--- config.mk ---
export PLATFORM = sky130hd
export DESIGN_NAME = seq_divider_8bit_flat
export DESIGN_NICKNAME = d
export VERILOG_FILES = /design/src/rtl/div_pkg.sv /design/src/rtl/seq_divider_8bit_if.sv /design/src/rtl/div_step.sv /design/src/rtl/seq_divider_8bit.sv /design/src/flat_wrapper.sv
export SDC_FILE = /design/constraint.sdc
export NUM_CORES = 1
export LEC_CHECK = 0
export BUFFER_PORTS_ARGS = -buffer_cell sky130_fd_sc_hd__buf_2
export CAP_MARGIN = 5
export CELL_PAD_IN_SITES_DETAIL_PLACEMENT = 1
export CELL_PAD_IN_SITES_GLOBAL_PLACEMENT = 1
export CORE_MARGIN = 1
export CORE_UTILIZATION = 30
export DETAILED_ROUTE_END_ITERATION = 10
export PLACE_DENSITY = 0.59
export SYNTH_ARGS = -nofsm -noshare
export SYNTH_HDL_FRONTEND = slang
export SYNTH_SLANG_ARGS = --single-unit
--- constraint.sdc ---
create_clock -name clk -period 2.55 [get_ports clk]
set_input_delay 0.1275 -clock clk [delete_from_list [all_inputs] [get_ports clk]]
set_output_delay 0.1275 -clock clk [all_outputs]
set_load 0.02 [all_outputs]
--- src/rtl/div_pkg.sv ---
// Shared types and constants for the sequential restoring divider.
package div_pkg;

  localparam int DIV_W = 8;
  localparam logic [DIV_W-1:0] DIV_ZERO_Q = {DIV_W{1'b1}};

  typedef enum logic [1:0] {
    IDLE = 2'd0,
    RUN  = 2'd1,
    DONE = 2'd2
  } div_state_e;

endpackage

--- src/rtl/seq_divider_8bit_if.sv ---
// Start/done handshake and operand/result bundle between operand source and divider.
interface seq_divider_8bit_if
  import div_pkg::*;
#(
  parameter int WIDTH = DIV_W
);
  logic             start;
  logic [WIDTH-1:0] dividend;
  logic [WIDTH-1:0] divisor;
  logic             busy;
  logic             done;
  logic [WIDTH-1:0] quotient;
  logic [WIDTH-1:0] remainder;
  logic             div_by_zero;

  modport master (
    output start, dividend, divisor,
    input  busy, done, quotient, remainder, div_by_zero
  );

  modport slave (
    input  start, dividend, divisor,
    output busy, done, quotient, remainder, div_by_zero
  );
endinterface

--- src/rtl/div_step.sv ---
// One restoring-division step: trial subtract, borrow picks subtract result or restore.
module div_step
  import div_pkg::*;
#(
  parameter int WIDTH = DIV_W
) (
  input  logic [WIDTH:0]   t_i,
  input  logic [WIDTH-1:0] d_i,
  output logic [WIDTH:0]   r_o,
  output logic             q_bit_o
);

  logic [WIDTH:0] diff_s;

  // Borrow out of the WIDTH+1-bit subtraction means the trial went negative.
  always_comb begin
    diff_s = t_i - {1'b0, d_i};
    if (diff_s[WIDTH] == 1'b0) begin
      r_o     = diff_s;
      q_bit_o = 1'b1;
    end else begin
      r_o     = t_i;
      q_bit_o = 1'b0;
    end
  end

endmodule

--- src/rtl/seq_divider_8bit.sv ---
// Multi-cycle unsigned restoring divider: one trial subtraction per clock,
// results held from the done pulse until a new result is produced.
module seq_divider_8bit
  import div_pkg::*;
#(
  parameter int WIDTH = DIV_W
) (
  input  logic               clk,
  input  logic               rst_n,
  seq_divider_8bit_if.slave  bus
);

  localparam int CNT_W = (WIDTH > 1) ? $clog2(WIDTH) : 1;

  div_state_e       state_q, state_d;
  logic [WIDTH:0]   r_q, r_d;
  logic [WIDTH-1:0] q_q, q_d;
  logic [WIDTH-1:0] d_q, d_d;
  logic [CNT_W-1:0] count_q, count_d;
  logic             busy_q, busy_d;
  logic             done_q, done_d;
  logic [WIDTH-1:0] quotient_q, quotient_d;
  logic [WIDTH-1:0] remainder_q, remainder_d;
  logic             dbz_q, dbz_d;

  logic [WIDTH:0]   t_s;
  logic [WIDTH:0]   step_r_s;
  logic             step_bit_s;
  logic             unused_s;

  assign t_s = {r_q[WIDTH-1:0], q_q[WIDTH-1]};
  // R never exceeds the divisor, so its top bit only matters inside the step.
  assign unused_s = r_q[WIDTH];

  div_step #(.WIDTH(WIDTH)) u_step (
    .t_i     (t_s),
    .d_i     (d_q),
    .r_o     (step_r_s),
    .q_bit_o (step_bit_s)
  );

  // Next-state and next-output logic; outputs are computed one cycle ahead.
  always_comb begin
    state_d     = state_q;
    r_d         = r_q;
    q_d         = q_q;
    d_d         = d_q;
    count_d     = count_q;
    busy_d      = 1'b0;
    done_d      = 1'b0;
    quotient_d  = quotient_q;
    remainder_d = remainder_q;
    dbz_d       = dbz_q;

    case (state_q)
      IDLE, DONE: begin
        if (bus.start) begin
          if (bus.divisor != '0) begin
            q_d     = bus.dividend;
            d_d     = bus.divisor;
            r_d     = '0;
            count_d = CNT_W'(WIDTH - 1);
            dbz_d   = 1'b0;
            busy_d  = 1'b1;
            state_d = RUN;
          end else begin
            quotient_d  = DIV_ZERO_Q;
            remainder_d = bus.dividend;
            dbz_d       = 1'b1;
            done_d      = 1'b1;
            state_d     = DONE;
          end
        end else begin
          state_d = IDLE;
        end
      end
      RUN: begin
        r_d = step_r_s;
        q_d = {q_q[WIDTH-2:0], step_bit_s};
        if (count_q == '0) begin
          quotient_d  = {q_q[WIDTH-2:0], step_bit_s};
          remainder_d = step_r_s[WIDTH-1:0];
          done_d      = 1'b1;
          state_d     = DONE;
        end else begin
          count_d = count_q - CNT_W'(1);
          busy_d  = 1'b1;
          state_d = RUN;
        end
      end
      default: begin
        state_d = IDLE;
      end
    endcase
  end

  // State, datapath and output registers.
  always_ff @(posedge clk or negedge rst_n) begin
    if (!rst_n) begin
      state_q     <= IDLE;
      r_q         <= '0;
      q_q         <= '0;
      d_q         <= '0;
      count_q     <= '0;
      busy_q      <= 1'b0;
      done_q      <= 1'b0;
      quotient_q  <= '0;
      remainder_q <= '0;
      dbz_q       <= 1'b0;
    end else begin
      state_q     <= state_d;
      r_q         <= r_d;
      q_q         <= q_d;
      d_q         <= d_d;
      count_q     <= count_d;
      busy_q      <= busy_d;
      done_q      <= done_d;
      quotient_q  <= quotient_d;
      remainder_q <= remainder_d;
      dbz_q       <= dbz_d;
    end
  end

  assign bus.busy        = busy_q;
  assign bus.done        = done_q;
  assign bus.quotient    = quotient_q;
  assign bus.remainder   = remainder_q;
  assign bus.div_by_zero = dbz_q;

endmodule
--- src/flat_wrapper.sv ---
// flat-port wrapper written by rule: the top's interface ports become plain ports
module seq_divider_8bit_flat import div_pkg::*;
#(
  parameter int WIDTH = DIV_W
)
  (clk, rst_n, bus_start, bus_dividend, bus_divisor, bus_busy, bus_done, bus_quotient, bus_remainder, bus_div_by_zero);
  seq_divider_8bit_if #(.WIDTH(WIDTH)) bus_i ();
  input  logic clk;
  input  logic rst_n;
  input wire logic [$bits(bus_i.start)-1:0] bus_start;
  input wire logic [$bits(bus_i.dividend)-1:0] bus_dividend;
  input wire logic [$bits(bus_i.divisor)-1:0] bus_divisor;
  output wire logic [$bits(bus_i.busy)-1:0] bus_busy;
  output wire logic [$bits(bus_i.done)-1:0] bus_done;
  output wire logic [$bits(bus_i.quotient)-1:0] bus_quotient;
  output wire logic [$bits(bus_i.remainder)-1:0] bus_remainder;
  output wire logic [$bits(bus_i.div_by_zero)-1:0] bus_div_by_zero;
  assign bus_i.start = bus_start;
  assign bus_i.dividend = bus_dividend;
  assign bus_i.divisor = bus_divisor;
  assign bus_busy = bus_i.busy;
  assign bus_done = bus_i.done;
  assign bus_quotient = bus_i.quotient;
  assign bus_remainder = bus_i.remainder;
  assign bus_div_by_zero = bus_i.div_by_zero;
  seq_divider_8bit #(.WIDTH(WIDTH)) u_core (.clk(clk), .rst_n(rst_n), .bus(bus_i));
endmodule
-- Yosys cells after proc, flatten, opt, wreduce, memory -nomap -nowiden
Index checks and enable logic that the tools add are counted.
- register bits: 48
- output and inout bits: 19
- word-level logic and storage cells: 61
- add/sub/neg operators: 2
- equal/unequal tests: 7
- multiplexer cells: 32
- reductions and logical operators: 10
- operators by type and width (kind ; number):
    two-way mux 8 bit ; 11
    one-hot mux 8 bit (2 select lines) ; 4
    two-way mux 3 bit ; 3
    subtractor 9 x 8 -> 9 bit ; 1
    AND reduction 4 bit ; 2
    nonzero test 8 bit ; 1
    two-way mux 1 bit ; 7
    two-way mux 2 bit ; 3
    != test 2 bit, second input constant ; 3
    one-hot mux 3 bit (2 select lines) ; 1
    AND reduction 3 bit ; 2
    != test 2 x 1 -> 1 bit, second input constant ; 2
    one-hot mux 1 bit (2 select lines) ; 2
    one-hot mux 2 bit (2 select lines) ; 1
    logical NOT 3 bit ; 1
    subtractor 3 x 1 -> 3 bit, second input constant ; 1
    equality test 2 x 1 -> 1 bit, second input constant ; 1
    equality test 2 bit, second input constant ; 1
    logical NOT 2 bit ; 1
    AND reduction 2 bit ; 1
    nonzero test 2 bit ; 1
    OR reduction 2 bit ; 1

-- Longest topological paths before layout
Gate-level depths: netlist of run 1.
- word-level depth: 4
- mapped depth: 11
- gate-level depth less buffers: 10

-- By module
From an unflattened synthesis of run 1, not the netlist that was laid out.
- cells, all modules: 245
- area, all modules: 2577.5 um2
- by module, submodules not included (module ; times used ; cells an instance ; area each (um2) ; sequential area each (um2)):
    seq_divider_8bit ; 1 ; 174 ; 2069.5 ; 1151.1
    div_step ; 1 ; 71 ; 508.0 ; 0.0

-- Worst setup path after synthesis of run 1
Ideal clock, no wire load.
- kind: register to register
- from: register u_core.q_q[7]
- to: register u_core.remainder_q[0] (netlist: u_core.bus.remainder[0])
- library setup time: 94 ps
- data arrival time: 2658 ps
- required time: 2456 ps
- slack: -202 ps
- cell stages (with the launch flop): 12
- path buffers: 1
- clock period less this slack: 2752 ps
- path through: dfrtp_1 inv_1 ha_1 inv_1 fa_1 a211oi_1 nor3_2 mux2i_1 a2111oi_2 buf_6 mux2_2 a211oi_1
- word-level cells in the longest chain between the ends: 4
- RTL lines (element ; RTL line ; text):
    start, declared ; seq_divider_8bit.sv:17 ; logic [WIDTH-1:0] q_q, q_d;
    start signal, assigned ; seq_divider_8bit.sv:113 ; q_q <= q_d;
    subtractor 9 x 8 -> 9 bit ; div_step.sv:17 ; diff_s = t_i - {1'b0, d_i};
    two-way mux 8 bit * ; div_step.sv:18 ; if (diff_s[WIDTH] == 1'b0) begin
    two-way mux 8 bit * ; seq_divider_8bit.sv:80 ; if (count_q == '0) begin
    one-hot mux 8 bit (2 select lines) * ; seq_divider_8bit.sv:55 ; case (state_q)
    end signal, assigned ; seq_divider_8bit.sv:119 ; remainder_q <= remainder_d;
    end, declared ; seq_divider_8bit.sv:23 ; logic [WIDTH-1:0] remainder_q, remainder_d;
Every way passes the cells marked *; elsewhere a longest branch is shown, timed or not. The select of a mux whose other input is x is not followed.
A chain may end at the register's enable or synchronous reset.

-- Worst setup path in the final report of run 1
Same ends and word-level chain as after synthesis.

==> out/results.ini, run 1 <==
[sta]
setup_ws_ns=-0.0518
clock_skew_ns=0.00569
tightest_slew_ns=1.19
period_needed_ns=2.60
setup_viol=6
relSlewSlack_pct=20.8
drv_slew=0
hold_viol_final=0
holdWs_ns=0.0572
rsz0062_at_grt=true
layout_worst_path_cycle_share_pct=102
clock.fmax_mhz=384

[route]
via_count=2080
drt-pass1-iter-count=4
routedWlPerCell_um=16.2
totalWireLength_um=6690
drc_errors=0
routed_via_density=5.04
drtIter0Drc=102
ant_nets=0

[synth]
synthCells=262
synth_edf_count=0
ys_seq_area_share_pct=48.0
async_flop_share_pct=100
netlist_area_sq_um=2400
synth_area_leaders=dfrtp_1, nand2_1, ha_1, a21oi_1, o21ai_0
syn_nets=292
synth_top_cell_by_area=dfrtp_1
ys_ff_latch=46
ys_types=38
ys_warn_count=0
ys.flop_type=dfrtp_1
yosys.area.top_type_share_pct=48.0
syn_avg_cell_area_sq_um=9.15

[setup_path]
crit_type=register to register
critPathMaxFanout=6
crit_arrival_ns=2.82
cp_slowest_stage_delay_ns=0.40
cp-start-kind=register
regToRegSetupSlack_ns=-0.05
cp_common_cell=inv_2
crit_slowest_cell=dfrtp_1
crit_chain=inv_2 -> ha_4 -> inv_2 -> fa_2 -> a211oi_4 -> nor3_2 -> mux2i_1 -> a2111oi_2 -> buf_4 -> mux2_4 -> a211oi_2
endpoint_kind=register
cp_data_required_time_ns=2.76

[die]
die_width_um=91.4
rows=32
ios=38
die-area_sq_um=8360
core-area_sq_um=7730
initial_utilization_pct=31.0
die_h_um=91.4

[clocking]
htreeDepth=2
clkSinkCount=46
numCtsBuffers=5
insertion_delay_ns=0.29
cts_tree=yes
clk_pin_slew_worst_paths_ns=0.09
clockBufferDepth=2
cts_root_buffer=clkbuf_8

[placed_design]
port_buffers=37
finalWeightedCongestion=0.759
hpwl_um=4580
dp_slack_ns=-0.106

[pwr]
power.leakage_nw=1.31
ir_drop_uv=516
p_comb_share_pct=64.2
p_seq_share_pct=25.0
p_int_w=0.00281
power.switching_w=0.00232
switching_share_pct=45.2
pwr-share-clk_pct=10.8
powerDensity_nw_per_um2=1710

[global_route]
grt_pass1_vias=2208
grt_start_max_net_pins=42
antenna_found_initial=0
grt_pass1_wl_um=11200
grt.overflow.total=0
grt_usage_pct=17.2

[cells_and_area]
layout-drive-gt1-share_pct=27.7
nNetsFinal=340
antenna_cells=0
layout_common_cells=dfrtp_1, nand2_1, buf_2, nor2_1, a21oi_1
nFillCells=903
area_growth_pct=25.2
final_common_cell=dfrtp_1

[flow_run]
drv_cap=0

[status]
violations=setup timing
status=finished with violations

[worst_hold_path]
hold_class=input pin to register

worst max-delay path, delay by kind of cell (launching register included):
family | cells | cell delay [ns]
AOI/OAI and AO/OA | 3 | 0.73
muxes | 2 | 0.46
and+or+nand+nor | 1 | 0.08
DFF | 1 | 0.40
adders and majority gates | 2 | 0.50
buffers and inverters | 3 | 0.35
synth_stat cells (2+ instances only):
cell type,instances
clkbuf_1,9
dfrtp_1,46
inv_1,13
ha_1,10
nor2_1,25
nand3_1,14
a21o_1,2
a41oi_1,2
a31oi_1,10
mux2i_1,6
a211oi_2,5
xnor2_1,5
a21oi_1,20
nor2b_1,4
a211oi_1,2
o21ai_0,19
o21ai_1,2
nor3_1,7
buf_2,2
nor4_1,2
nand2_1,38
nand2b_1,3
state kept, by name, indices dropped and copies added, names as in the netlist:
signal,cells
u_core.bus.quotient,8
u_core.bus.remainder,8
u_core.d_q,8
u_core.q_q,8
u_core.r_q,8
u_core.count_q,3
u_core.bus.busy,1
u_core.bus.div_by_zero,1
u_core.bus.done,1
routing by layer:
metal	part of all wire, %	wire length, um	vias up	global-route usage, %
li1	-	-	1006	-
met1	48	3190	1050	23.0
met2	50	3330	22	29.2
met3	2.0	137	2	2.68
met4	0.46	31	0	3.57
met5	0	0	-	0
stage by stage:
| step | area (sq um) | utilization, % | power (W) | TNS (ns) | cells |
|---|---|---|---|---|---|
| final | 3000 | 38.9 | 0.00513 | -0.212 | 413 |
| after global placement | 2740 | 35.5 | 0.00390 | -0.0174 | 399 |
| after detailed placement | 2740 | 35.5 | 0.00395 | -0.300 | 399 |
| after global routing | 3000 | 38.9 | 0.00553 | -1.84 | 413 |
| after CTS | 2910 | 37.6 | 0.00470 | -0.0289 | 410 |
| after floorplan | 2410 | - | 0.00322 | 0 | 262 |
power groups by stage:
stage	registers, W	clock network (W)	logic, W
after floorplan	0.00135	0	0.00187
after global placement	0.00127	0	0.00263
after detailed placement	0.00127	0	0.00268
after CTS	0.00127	0.000570	0.00286
after global routing	0.00132	0.000602	0.00361
final	0.00128	0.000553	0.00329
cell type report:
cell class                 instances  area (sq um)  area share [%]
clock inverter                     2          37.5            1.25
timing repair buffer              54           315            10.5
sequential                        46          1150            38.3
inverter                          13          48.8            1.62
multi-input combinational        190          1250            41.6
tap                              102           128            4.25
clock buffer                       6          72.6            2.42
repair_timing:
item,4_1_cts,5_1_grt
hold buffers,1,0
buffers inserted,2,3
pin swaps,2,2
resized for setup,9,15
setup endpoints to repair,14,15
endpoints found under the hold margin,22,0
logic make-up after synthesis:
family	synth area share, %
AND/OR/NAND/NOR	18.6
AO/OA/AOI/OAI	18.1
flip-flops	48.0
buffers and inverters	4.49
adder cells (fa/ha/maj)	6.05
multiplexers	2.97
XOR/XNOR	1.83
path summary, 6_finish.rpt:
kind / start / to / cells past startpoint
setup / recovery: u_core.q_q[7] / u_core.bus.remainder[0] / 11
hold / removal: bus_divisor[3] / u_core.d_q[3] / 3
setup reg to reg: u_core.q_q[7] / u_core.bus.remainder[0] / 11
hold reg to reg: u_core.bus.div_by_zero / u_core.bus.div_by_zero / 2
max in group asynchronous: rst_n / u_core.r_q[4] / 3
min in group asynchronous: rst_n / u_core.d_q[3] / 2
Power figures use the tool's default switching activity.
==> inputs of run 2 (changes only) <==
--- a/config.mk
+++ b/config.mk
@@ -10,9 +10,9 @@
 export CELL_PAD_IN_SITES_DETAIL_PLACEMENT = 1
 export CELL_PAD_IN_SITES_GLOBAL_PLACEMENT = 1
 export CORE_MARGIN = 1
-export CORE_UTILIZATION = 30
+export CORE_UTILIZATION = 38
 export DETAILED_ROUTE_END_ITERATION = 10
-export PLACE_DENSITY = 0.59
+export PLACE_DENSITY = 0.72
 export SYNTH_ARGS = -nofsm -noshare
 export SYNTH_HDL_FRONTEND = slang
 export SYNTH_SLANG_ARGS = --single-unit
==> run 2 against run 1 <==
The run still ends with setup timing left; via count stayed put; die area shrank 21%; sequential share of layout area grew 0.52 points; largest cell class unchanged; routed wire length shrank 6.1%; clock power hardly changed; critical path type unchanged.
==> out/results.ini, run 2 (synthesis gave the netlist of run 1 again) <==
[cells_and_area]
final_common_cell=dfrtp_1
utilization_pct=49.5  ; +11 points
layout_common_cells=dfrtp_1, nand2_1, buf_2, nor2_1
layout-drive-gt1-share_pct=27.4  ; -0.21 points
area_growth_pct=23.6
nFillCells=719  ; -20%
antenna_cells=0  ; unchanged
nNetsFinal=346  ; +1.8%

[clocking]
clk_pin_slew_worst_paths_ns=0.09  ; about the same
clkSinkCount=46  ; unchanged
numCtsBuffers=5  ; unchanged
clockBufferDepth=2  ; unchanged
cts_root_buffer=clkbuf_8
insertion_delay_ns=0.29  ; about the same
htreeDepth=2  ; unchanged
cts_tree=yes

[pwr]
ir_drop_uv=901  ; +75%
powerDensity_nw_per_um2=1650  ; -3.3%
power.leakage_nw=1.34  ; +2.2%

[sta]
setup_viol=1  ; -5
clock_skew_ns=0.00775  ; +0.00206 ns
relSlewSlack_pct=54.9  ; +34 points
rsz0062_at_grt=true
clock.fmax_mhz=390  ; +1.6%
period_needed_ns=2.56  ; -0.0407 ns
holdWs_ns=0.0500  ; -0.00722 ns
hold_viol_final=0  ; unchanged
tightest_slew_ns=0.670  ; -0.518 ns
setup_ws_ns=-0.0111  ; +0.0407 ns
layout_worst_path_cycle_share_pct=100  ; -1.6 points
drv_slew=0  ; unchanged

[setup_path]
cp-start-kind=register
r2r_cells=11  ; unchanged
crit_arrival_ns=2.77  ; -0.05 ns
crit_type=register to register
endpoint_kind=register
critPathMaxFanout=6  ; unchanged
cp_data_required_time_ns=2.76  ; about the same

[global_route]
grt_usage_pct=20.6  ; +3.4 points
grt_pass1_wl_um=10200  ; -8.7%
antenna_found_initial=0  ; unchanged
grt.overflow.total=0  ; unchanged
grt_pass1_vias=2151  ; -2.6%
grt_start_max_net_pins=26  ; -38%

[die]
initial_utilization_pct=40.0  ; +9.0 points
die_h_um=81.4  ; -11%
core-area_sq_um=5990  ; -22%
die-area_sq_um=6630  ; -21%
rows=28  ; -13%
ios=38  ; unchanged
die_width_um=81.4  ; -11%

[worst_hold_path]
hold_class=input pin to register
hold_path_depth=3  ; unchanged

[route]
routed_via_density=5.31  ; +5.4%
routedWlPerCell_um=16.0  ; -1.1%
totalWireLength_um=6280  ; -6.1%
drc_errors=0  ; unchanged
ant_nets=0  ; unchanged
via_count=2080  ; unchanged
drtIter0Drc=87  ; -15%
drt-pass1-iter-count=4  ; unchanged

[status]
violations=setup timing
status=finished with violations

[placed_design]
hpwl_um=4430  ; -3.1%
port_buffers=37  ; unchanged
finalWeightedCongestion=0.805  ; +6.1%

[flow_run]
drv_cap=0  ; unchanged

-- run 2: cell types whose count changed in the layout (fill, tap and decap cells not counted), sizes merged --
cell	change
buf	+6
-- run 2: area by class of cell --
cell class / count / area (sq um) / area share, %
Sequential cell: 46 / 1150 / 38.8
Clock buffer: 6 / 72.6 / 2.45
Multi-Input combinational cell: 190 / 1200 / 40.4
Tap cell: 75 / 93.8 / 3.17
Timing Repair Buffer: 60 / 362 / 12.2
Clock inverter: 2 / 37.5 / 1.27
Inverter: 13 / 48.8 / 1.65
-- run 2: path summary, 6_finish.rpt --
| check | startpoint | endpoint | slack (ns) |
|---|---|---|---|
| hold reg to reg | u_core.bus.div_by_zero | u_core.bus.div_by_zero | 0.48 |
| max in group asynchronous | rst_n | u_core.r_q[4] | 1.47 |
| hold / removal | bus_divisor[2] | u_core.d_q[2] | 0.05 |
| setup reg to reg | u_core.q_q[7] | u_core.bus.remainder[0] | -0.01 |
| min in group asynchronous | rst_n | u_core.bus.div_by_zero | 0.34 |
| setup / recovery | u_core.q_q[7] | u_core.bus.remainder[0] | -0.01 |
-- run 2: through the flow --
| step | std cells | cell area, sq um | power, W | TNS (ns) | worst slack, ns |
|---|---|---|---|---|---|
| 5_1_grt | 392 | 2960 | 0.00531 | -1.19 | -0.139 |
| 6_report | 392 | 2960 | 0.00489 | -0.0111 | -0.0111 |
| 4_1_cts | 388 | 2900 | 0.00479 | -0.0626 | -0.0247 |
| 2_1_floorplan | 262 | 2410 | 0.00322 | 0 | 0.0219 |
| 3_3_place_gp | 373 | 2720 | 0.00384 | -0.0171 | -0.0171 |
| 3_5_place_dp | 373 | 2720 | 0.00391 | -0.133 | -0.106 |
-- run 2: power breakdown --
part,internal (W),switching (W)
Combinational,0.00138,0.00170
Sequential,0.00106,0.000203
Clock,0.000293,0.000258
Total,0.00273,0.00216
-- run 2: per-layer routing --
metal	vias up	wire [um]	global-route usage, %
met1	1031	2840	27.0
met2	23	3240	35.2
met5	-	0	0
met4	0	27	5.18
li1	1024	-	-
met3	2	179	3.33
-- run 2: what timing repair did --
item | 4_1_cts | 5_1_grt
resized for setup | 6 | 9
hold buffers | 1 | 0
buffers inserted | 5 | 4
endpoints found under the setup margin | 9 | 16
pin swaps | 2 | 1
cloned | 1 | 0
hold endpoints to repair | 21 | 0
-- run 2: critical path, cell delays in order, from the launching register on --
cell	delay, ns
dfrtp_1	0.41
inv_2	0.09
ha_4	0.13
inv_2	0.03
fa_2	0.35
a211oi_2	0.24
nor3_2	0.08
mux2i_1	0.13
a2111oi_2	0.25
buf_4	0.24
mux2_4	0.33
a211oi_2	0.19
==> inputs of run 3 (changes only) <==
--- a/config.mk
+++ b/config.mk
@@ -12,6 +12,7 @@
 export CORE_MARGIN = 1
 export CORE_UTILIZATION = 38
 export DETAILED_ROUTE_END_ITERATION = 10
+export GPL_TIMING_DRIVEN = 0
 export PLACE_DENSITY = 0.72
 export SYNTH_ARGS = -nofsm -noshare
 export SYNTH_HDL_FRONTEND = slang
==> constraint.sdc (replaced) <==
create_clock -name clk -period 2.35 [get_ports clk]
set_input_delay 0 -clock clk [delete_from_list [all_inputs] [get_ports clk]]
set_output_delay 0 -clock clk [all_outputs]
set_load 0.02 [all_outputs]
==> run 3 against run 2 <==
The run ends with hold timing, setup timing left; flip-flop and latch count stayed put; routed wire length is 15% higher; final area is 6.5% higher; sequential power is 10% higher; combinational power is 20% higher; largest power group unchanged.
==> out/results.ini, run 3 (synthesis gave the netlist of run 1 again) <==
[sta]
clock_skew_ns=0.0109  ; +0.00314 ns
relSlewSlack_pct=27.7  ; -27 points
layout_worst_path_cycle_share_pct=118  ; +18 points
setup_ws_ns=-0.422  ; -0.411 ns
drv_slew=0  ; unchanged
period_needed_ns=2.77  ; +0.211 ns
rsz0062_at_grt=true
holdWs_ns=-0.00545  ; -0.0555 ns
tns_ns=-6.33  ; -6.32 ns
hold_viol_final=1  ; +1
setup_viol=18  ; +17
clock.fmax_mhz=361  ; -7.6%
tightest_slew_ns=1.08  ; +0.414 ns

[route]
drc_errors=0  ; unchanged
routedWlPerCell_um=17.8  ; +11%
drt-pass1-iter-count=5  ; +1
via_count=2198  ; +5.7%
ant_nets=0  ; unchanged
totalWireLength_um=7240  ; +15%
routed_via_density=5.40  ; +1.8%
drtIter0Drc=87  ; unchanged

[die]
rows=28  ; unchanged
ios=38  ; unchanged
die_width_um=81.4  ; unchanged
core-area_sq_um=5990  ; unchanged
initial_utilization_pct=40.0  ; unchanged
die_h_um=81.4  ; unchanged
die-area_sq_um=6630  ; unchanged

[pwr]
power.leakage_nw=1.39  ; +3.5%
ir_drop_uv=999  ; +11%
powerDensity_nw_per_um2=1770  ; +7.3%
totalPowerFinal_w=0.00559  ; +14%

[cells_and_area]
layout_common_cells=dfrtp_1, buf_2, nand2_1, nor2_1, a21oi_1
area_growth_pct=31.7
multiInputGateArea_sq_um=1290  ; +8.0%
nFillCells=706  ; -1.8%
nNetsFinal=361  ; +4.3%
antenna_cells=0  ; unchanged
final_common_cell=dfrtp_1
ff_latch_area_sq_um=1150  ; unchanged
layout-drive-gt1-share_pct=26.2  ; -1.2 points

[clocking]
htreeDepth=2  ; unchanged
insertion_delay_ns=0.31  ; +0.02 ns
cts_root_buffer=clkbuf_8
numCtsBuffers=5  ; unchanged
clkSinkCount=46  ; unchanged
clockBufferDepth=2  ; unchanged
clk_pin_slew_worst_paths_ns=0.09  ; about the same
cts_tree=yes

[global_route]
grt_pass1_vias=2320  ; +7.9%
antenna_found_initial=0  ; unchanged
grt.overflow.total=0  ; unchanged
grt_usage_pct=24.4  ; +3.8 points
grt_pass1_wl_um=11900  ; +16%
grt_start_max_net_pins=47  ; +81%

[setup_path]
endpoint_kind=register
crit_arrival_ns=3.00  ; +0.23 ns
cp-start-kind=register
crit_type=register to register
critPathMaxFanout=5  ; -1
cp_data_required_time_ns=2.58  ; -0.18 ns

[placed_design]
hpwl_um=4660  ; +5.2%
port_buffers=37  ; unchanged
finalWeightedCongestion=0.799  ; -0.71%
dp_slack_ns=-0.549  ; -0.443 ns

[status]
status=finished with violations
violations=hold timing, setup timing

[flow_run]
drv_cap=0  ; unchanged

[worst_hold_path]
hold_class=input pin to register

==> run 3: area by class of cell <==
class | instances | area share [%]
plain buffers | 13 | 1.86
clock buffers | 6 | 2.30
clock inverters | 2 | 0.436
inverters | 13 | 1.55
multi-input cells | 190 | 41.0
flip-flops and latches | 46 | 36.4
well taps | 75 | 2.97
repair buffers | 62 | 13.4
==> run 3: worst max-delay path, cell delays in order, from the launching register on <==
cell	delay [ns]
dfrtp_1	0.44
inv_2	0.11
ha_4	0.13
inv_2	0.03
fa_2	0.37
a211oi_4	0.25
nor3_2	0.09
mux2i_2	0.17
a2111oi_4	0.42
buf_6	0.20
mux2_4	0.32
a211oi_2	0.17
==> run 3: path summary, 6_finish.rpt <==
check                                       start                 endpoint  slack (ns)  depth (start not counted)
min                                     bus_start   u_core.bus.div_by_zero      -0.005                          4
min in group asynchronous                   rst_n   u_core.bus.div_by_zero        0.42                          2
max reg2reg                         u_core.q_q[7]  u_core.bus.remainder[0]       -0.42                         11
min reg2reg                u_core.bus.div_by_zero   u_core.bus.div_by_zero        0.48                          2
max                                 u_core.q_q[7]  u_core.bus.remainder[0]       -0.42                         11
max in group asynchronous                   rst_n            u_core.r_q[6]        1.25                          2
==> run 3: power breakdown <==
part	internal [W]	leakage [nW]	switching, W	total, W
registers	0.00115	0.539	0.000237	0.00139
logic	0.00160	0.804	0.00210	0.00370
clock network	0.000211	0.0452	0.000291	0.000502
total	0.00297	1.39	0.00263	0.00559
==> run 3: what timing repair did <==
| action | CTS | global route |
|---|---|---|
| setup endpoints to repair | 18 | 27 |
| setup buffers | 8 | 2 |
| gates resized for setup | 23 | 6 |
| pin swaps | 8 | 4 |
| hold buffers | 16 | 0 |
| gates cloned | 1 | 0 |
| hold endpoints to repair | 61 | 0 |
==> run 3: per-layer routing <==
layer  global-route usage, %  routed length, um
met3                    3.67                186
met5                       0                  0
met1                    32.3               3320
met4                    6.96                116
met2                    41.2               3620
==> run 3: per-stage QoR <==
step                area (sq um)  std cells  utilization, %
floorplan                   2410        262               -
global placement            2690        374            44.9
detailed placement          2690        374            44.9
CTS                         3110        406            51.9
global route                3160        407            52.7
finish                      3160        407            52.7
